--- config.mk ---
export PLATFORM = sky130hd
export DESIGN_NAME = muldiv_unit_flat
export DESIGN_NICKNAME = d
export VERILOG_FILES = /design/src/rtl/muldiv_pkg.sv /design/src/rtl/muldiv_if.sv /design/src/rtl/muldiv_unit.sv /design/src/flat_wrapper.sv
export SDC_FILE = /design/constraint.sdc
export NUM_CORES = 1
export LEC_CHECK = 0
export CORE_ASPECT_RATIO = 0.6
export CORE_MARGIN = 3
export CORE_UTILIZATION = 25
export CTS_CLUSTER_SIZE = 30
export DETAILED_ROUTE_END_ITERATION = 8
export DONT_BUFFER_PORTS = 1
export PLACE_DENSITY_LB_ADDON = 0.08
export SYNTH_ARGS = -nofsm -noshare
export SYNTH_HDL_FRONTEND = slang
export SYNTH_SLANG_ARGS = --single-unit
--- constraint.sdc ---
create_clock -name clk -period 4.4 [get_ports clk]
set_input_delay 0.66 -clock clk [delete_from_list [all_inputs] [get_ports clk]]
set_output_delay 0.66 -clock clk [all_outputs]
set_load 0.02 [all_outputs]
--- src/rtl/muldiv_pkg.sv ---
// muldiv_pkg: shared RV32M multiply/divide encodings, FSM states and constants.
package muldiv_pkg;

    typedef enum logic [2:0] {
        OP_MUL    = 3'b000,
        OP_MULH   = 3'b001,
        OP_MULHSU = 3'b010,
        OP_MULHU  = 3'b011,
        OP_DIV    = 3'b100,
        OP_DIVU   = 3'b101,
        OP_REM    = 3'b110,
        OP_REMU   = 3'b111
    } op_e;

    typedef enum logic [1:0] {IDLE, CALC, FIX, DONE} state_e;

    localparam int          ITER_COUNT = 32;
    localparam logic [31:0] DIV0_QUOT  = 32'hFFFF_FFFF;
    localparam logic [31:0] INT_MIN    = 32'h8000_0000;

    function automatic logic [31:0] magnitude(input logic [31:0] v, input logic is_signed);
        return (is_signed && v[31]) ? -v : v;
    endfunction

endpackage

--- src/rtl/muldiv_if.sv ---
// muldiv_if: request/result bundle between the issuing pipeline and muldiv_unit.
interface muldiv_if;
    logic        start;
    logic [2:0]  op;
    logic [31:0] rs1_data;
    logic [31:0] rs2_data;
    logic        busy;
    logic        done;
    logic [31:0] result;

    modport master (output start, op, rs1_data, rs2_data, input busy, done, result);
    modport slave  (input start, op, rs1_data, rs2_data, output busy, done, result);
endinterface

--- src/rtl/muldiv_unit.sv ---
// muldiv_unit: iterative RV32M multiply/divide, one bit per cycle on operand magnitudes,
// with a final sign-fix cycle; divide-by-zero and signed overflow finish immediately.
module muldiv_unit
    import muldiv_pkg::*;
(
    input  logic     clk,
    input  logic     reset,
    muldiv_if.slave  io_bus
);

    state_e      r_state, w_next;
    op_e         r_op, w_op;
    logic [4:0]  r_cnt;
    logic [63:0] r_acc, w_acc_next, w_shl, w_prod;
    logic [31:0] r_b, r_result;
    logic        r_neg;

    logic        w_accept, w_sa, w_sb, w_div0, w_ovf, w_special, w_neg;
    logic [31:0] w_mag_a, w_mag_b, w_special_res, w_dv, w_dv_s, w_fix_res;
    logic [32:0] w_sum, w_diff;

    assign w_op     = op_e'(io_bus.op);
    assign w_accept = io_bus.start && (r_state == IDLE || r_state == DONE);
    assign w_sa     = w_op == OP_MULH || w_op == OP_MULHSU || w_op == OP_DIV || w_op == OP_REM;
    assign w_sb     = w_op == OP_MULH || w_op == OP_DIV || w_op == OP_REM;
    assign w_mag_a  = magnitude(io_bus.rs1_data, w_sa);
    assign w_mag_b  = magnitude(io_bus.rs2_data, w_sb);
    assign w_div0   = w_op[2] && io_bus.rs2_data == '0;
    assign w_ovf    = (w_op == OP_DIV || w_op == OP_REM) && io_bus.rs1_data == INT_MIN
                      && io_bus.rs2_data == DIV0_QUOT;
    assign w_special     = w_div0 || w_ovf;
    assign w_special_res = w_div0 ? (w_op[1] ? io_bus.rs1_data : DIV0_QUOT)
                                  : (w_op[1] ? 32'd0 : INT_MIN);
    // Remainder takes the dividend's sign; products and quotients take the xor of both.
    assign w_neg = (w_op[2] && w_op[1]) ? (w_sa && io_bus.rs1_data[31])
                                        : (w_sa && io_bus.rs1_data[31]) ^ (w_sb && io_bus.rs2_data[31]);

    assign w_sum  = {1'b0, r_acc[63:32]} + (r_acc[0] ? {1'b0, r_b} : 33'd0);
    assign w_shl  = {r_acc[62:0], 1'b0};
    // The shifted partial remainder can reach 33 bits, so keep the bit that falls off the top.
    assign w_diff = {r_acc[63], w_shl[63:32]} - {1'b0, r_b};
    assign w_acc_next = !r_op[2] ? {w_sum, r_acc[31:1]}
                      : w_diff[32] ? w_shl : {w_diff[31:0], w_shl[31:1], 1'b1};

    assign w_prod    = r_neg ? -r_acc : r_acc;
    assign w_dv      = r_op[1] ? r_acc[63:32] : r_acc[31:0];
    assign w_dv_s    = r_neg ? -w_dv : w_dv;
    assign w_fix_res = r_op[2] ? w_dv_s : (r_op == OP_MUL ? w_prod[31:0] : w_prod[63:32]);

    always_ff @(posedge clk) begin
        if (!reset) r_state <= IDLE;
        else        r_state <= w_next;
    end

    always_comb begin
        w_next         = r_state;
        io_bus.busy    = r_state == CALC || r_state == FIX;
        io_bus.done    = r_state == DONE;
        io_bus.result  = r_result;
        case (r_state)
            IDLE, DONE: w_next = w_accept ? (w_special ? DONE : CALC) : IDLE;
            CALC:       w_next = r_cnt == 5'(ITER_COUNT - 1) ? FIX : CALC;
            FIX:        w_next = DONE;
            default:    w_next = IDLE;
        endcase
    end

    always_ff @(posedge clk) begin
        if (!reset) begin
            r_cnt    <= '0;
            r_acc    <= '0;
            r_b      <= '0;
            r_op     <= OP_MUL;
            r_neg    <= 1'b0;
            r_result <= '0;
        end else if (w_accept) begin
            r_cnt <= '0;
            r_op  <= w_op;
            r_b   <= w_mag_b;
            r_neg <= w_neg;
            r_acc <= {32'd0, w_mag_a};
            if (w_special) r_result <= w_special_res;
        end else if (r_state == CALC) begin
            r_cnt <= r_cnt + 5'd1;
            r_acc <= w_acc_next;
        end else if (r_state == FIX) begin
            r_result <= w_fix_res;
        end
    end

endmodule

--- src/flat_wrapper.sv ---
// flat-port wrapper written by rule: the top's interface ports become plain ports
module muldiv_unit_flat import muldiv_pkg::*;
  (clk, reset, io_bus_start, io_bus_op, io_bus_rs1_data, io_bus_rs2_data, io_bus_busy, io_bus_done, io_bus_result);
  muldiv_if io_bus_i ();
  input  logic clk;
  input  logic reset;
  input wire logic [$bits(io_bus_i.start)-1:0] io_bus_start;
  input wire logic [$bits(io_bus_i.op)-1:0] io_bus_op;
  input wire logic [$bits(io_bus_i.rs1_data)-1:0] io_bus_rs1_data;
  input wire logic [$bits(io_bus_i.rs2_data)-1:0] io_bus_rs2_data;
  output wire logic [$bits(io_bus_i.busy)-1:0] io_bus_busy;
  output wire logic [$bits(io_bus_i.done)-1:0] io_bus_done;
  output wire logic [$bits(io_bus_i.result)-1:0] io_bus_result;
  assign io_bus_i.start = io_bus_start;
  assign io_bus_i.op = io_bus_op;
  assign io_bus_i.rs1_data = io_bus_rs1_data;
  assign io_bus_i.rs2_data = io_bus_rs2_data;
  assign io_bus_busy = io_bus_i.busy;
  assign io_bus_done = io_bus_i.done;
  assign io_bus_result = io_bus_i.result;
  muldiv_unit u_core (.clk(clk), .reset(reset), .io_bus(io_bus_i));
endmodule
==> results.json <==
{
  "fill_cells": 6428,
  "hold_path_class": "input port to flop",
  "clock_latency_ns": 0.47,
  "routed_wl_um": 74500,
  "p_sw_mw": 2.06,
  "slew_viol_final": 0,
  "finalSetupViolCount": 0,
  "finalHoldViolCount": 0,
  "first_pass_iters": 6,
  "slowest_delay_ns": 0.69,
  "peakVddDrop_mv": 0.180,
  "critPathRequiredTime_ns": 4.71,
  "nNetsFinal": 2141,
  "pwr-share-clk_pct": 30.5,
  "fmax_ghz": 0.247,
  "syn_area_um2": 14700,
  "cts_buffers": 17,
  "dpl.hpwl_um": 58100,
  "drc": 0,
  "p_per_area_nw_per_um2": 294,
  "comb_power_share_pct": 39.4,
  "min_from": "reset",
  "cp.arrival_ns": 4.36,
  "cts_root_buf": "clkbuf_16",
  "ys_seq_area_share_pct": 18.9,
  "first_global_vias": 14400,
  "synth_top_area_share_pct": 18.9,
  "period_share_pct": 92.1,
  "cts_sinks": 139,
  "viasPerCell": 5.65,
  "htree_levels": 4,
  "antenna_found_initial": 0,
  "synth_cells": 2046,
  "slew-limit-headroom_pct": 15.6,
  "finalCoreUtilization_pct": 28.2,
  "p_leak_nw": 6.09,
  "synth-seq-cells": 139,
  "worstSetupStartpointType": "flop",
  "die_area_um2": 62000,
  "gp_congestion": 0.899,
  "seq_power_share_pct": 30.1,
  "status": "completed",
  "regArea_um2": 2790,
  "r2r_start": "u_core.r_acc[33]",
  "syn_nets": 2192,
  "drive_gt1_share_pct": 8.57,
  "grt_pass1_wl_um": 107000,
  "io_buffers": 0,
  "dp_cells": 2746,
  "core_um2": 57900,
  "start_util_pct": 25.5,
  "final.setup.tns_ns": 0,
  "yosys-top-cells-area": "dfxtp_1 19%, ha_1 6.3%, xor2_1 5.8%, nor2_1 5.6%, a21oi_1 5.5%",
  "synth-async-reset-ratio_pct": 0,
  "crit_chain": "ha_1, nand2b_1, a21oi_1, o21bai_1, a211oi_1, nor2_1, o211a_2, and2_2, buf_12, mux2_2, o21ai_0, a21oi_1",
  "clockBufferDepth": 2,
  "min_path_cells": 2,
  "grt_setup_unrepaired": "no",
  "synth_enable_flop_cells": 0,
  "wl_per_cell_um": 26.8,
  "die_width_um": 319,
  "finClkSkew_ns": 0.0170,
  "crit_path_start": "u_core.r_acc[33]",
  "crit_path_top_delay_cell": "dfxtp_1",
  "rr_worst_depth": 12,
  "cap_viol_max_count": 0,
  "crit_path_frequent_cell": "a21oi_1",
  "cts_tree": "yes",
  "synth_largest_area_cell": "dfxtp_1",
  "syn_to_final_growth_pct": 10.6,
  "synth_cell_types": 83,
  "avgSynthCellArea_um2": 7.20,
  "p_int_mw": 2.74,
  "p_sw_share_pct": 42.9,
  "holdBufCountCts": 0,
  "first_iter_violations": 1926,
  "ant_nets": 0,
  "period_minus_slack_ns": 4.05,
  "post_cts_buffers": 0,
  "die_h_um": 194,
  "ys.flop_type": "dfxtp_1",
  "stdcell_count": 2778,
  "worst_slew_pin_slew_ns": 1.26,
  "overflow": 0,
  "cp-end-kind": "flop",
  "post-synth-top-count-cell": "nor2_1",
  "rows": 68,
  "pin_count": 104,
  "grt_use_total_pct": 23.4,
  "clk_pin_slew_ns": 0.08,
  "synth_warnings": 0,
  "synth_common_cells": "221 x nor2_1, 180 x nand2_1, 162 x a21oi_1, 140 x o21ai_0, 139 x dfxtp_1",
  "cp_max_fo": 27,
  "multi_input_area_um2": 11100,
  "ctsResizeCount": 0,
  "critPathKind": "flop to flop",
  "grt_start_max_net_pins": 85,
  "vias": 15700
}
[layer usage]
layer / part of all wire, % / track usage, % / vias up / wire length [um]
met5: 0 / 0 / - / 0
met3: 12 / 9.29 / 25 / 8590
met4: 0.46 / 2.12 / 0 / 346
met1: 56 / 39.9 / 7621 / 41700
met2: 32 / 26.0 / 684 / 23900
li1: - / - / 7361 / -
[cell type report]
type,count,share of cell area (%)
Timing Repair Buffer,86,4.27
Antenna cell,1,0.0154
Clock inverter,14,0.698
Inverter,67,1.54
Tap cell,770,5.91
Sequential cell,139,17.1
Multi-Input combinational cell,1684,67.8
Clock buffer,17,2.61
[metrics by stage]
stage	hold WS [ns]	instance area [um2]	total power, mW	worst slack (ns)
2_1_floorplan	0.432	14700	2.70	0.753
3_3_place_gp	0.442	15800	3.32	0.503
3_5_place_dp	0.445	15800	3.31	0.452
4_1_cts	0.303	16300	4.79	0.473
5_1_grt	0.312	16300	5.04	0.198
6_report	0.333	16300	4.80	0.348
[flip-flops by register name (all words and copies together) (netlist names)]
register and flops:
u_core.r_acc 64, u_core.io_bus.result 32, u_core.r_b 32, u_core.r_cnt 5, u_core.r_op 3, u_core.r_state 2, u_core.r_neg 1
[power groups by stage]
| stage | clock network (mW) | registers (mW) | logic [mW] |
|---|---|---|---|
| 5_1_grt | 1.55 | 1.45 | 2.04 |
| 4_1_cts | 1.51 | 1.44 | 1.85 |
| 3_5_place_dp | 0 | 1.47 | 1.84 |
| 2_1_floorplan | 0 | 1.40 | 1.31 |
| 6_report | 1.46 | 1.45 | 1.89 |
| 3_3_place_gp | 0 | 1.47 | 1.85 |
[placed cells by master (no fill, tap or decap), drive strengths merged, types with 5 or more instances in the layout]
cell type / netlist / layout
a211oi: 94 / 94
a21o: 30 / 30
a21oi: 166 / 166
a221oi: 9 / 9
a311oi: 11 / 11
a31oi: 24 / 24
and2: 10 / 10
and3: 16 / 16
buf: 35 / 86
clkbuf: 121 / 17
clkinv: 3 / 7
dfxtp: 139 / 139
ha: 74 / 74
inv: 64 / 70
mux2: 16 / 16
mux2i: 76 / 76
nand2: 180 / 180
nand2b: 18 / 18
nand3: 39 / 39
nand4: 19 / 19
nand4b: 6 / 6
nor2: 221 / 221
nor2b: 21 / 21
nor3: 58 / 58
nor3b: 10 / 10
nor4: 22 / 22
o2111ai: 5 / 5
o211a: 5 / 5
o211ai: 21 / 21
o21a: 20 / 20
o21ai: 155 / 155
o221ai: 19 / 19
o22ai: 15 / 15
o31ai: 32 / 32
o41ai: 15 / 15
or2: 8 / 8
or3: 25 / 25
or4: 12 / 12
xnor2: 92 / 92
xor2: 98 / 98
[final timing paths]
check / end / slack, ns
worst max-delay path: u_core.r_acc[35] / 0.35
worst min-delay path: u_core.io_bus.result[10] / 0.33
worst max register to register: u_core.r_acc[35] / 0.35
worst min register to register: u_core.r_b[31] / 0.45
[cell families after synthesis]
group	Yosys count	share of synthesized area, %
AO/OA/AOI/OAI	652	28.6
XOR/XNOR	190	11.3
adder cells (fa/ha/maj)	76	6.55
buffers and inverters	223	6.15
flip-flops	139	18.9
multiplexers	92	6.61
AND/OR/NAND/NOR	674	21.9
[worst max-delay path: cells and delay by family (launching register included)]
kind            cells  cell delay (ns)
compound gates      6             1.23
simple gates        3             0.95
flops               1             0.69
fa+ha+maj           1             0.40
mux                 1             0.35
buf+inv             1             0.25
(Power assumes the default switching activity.)
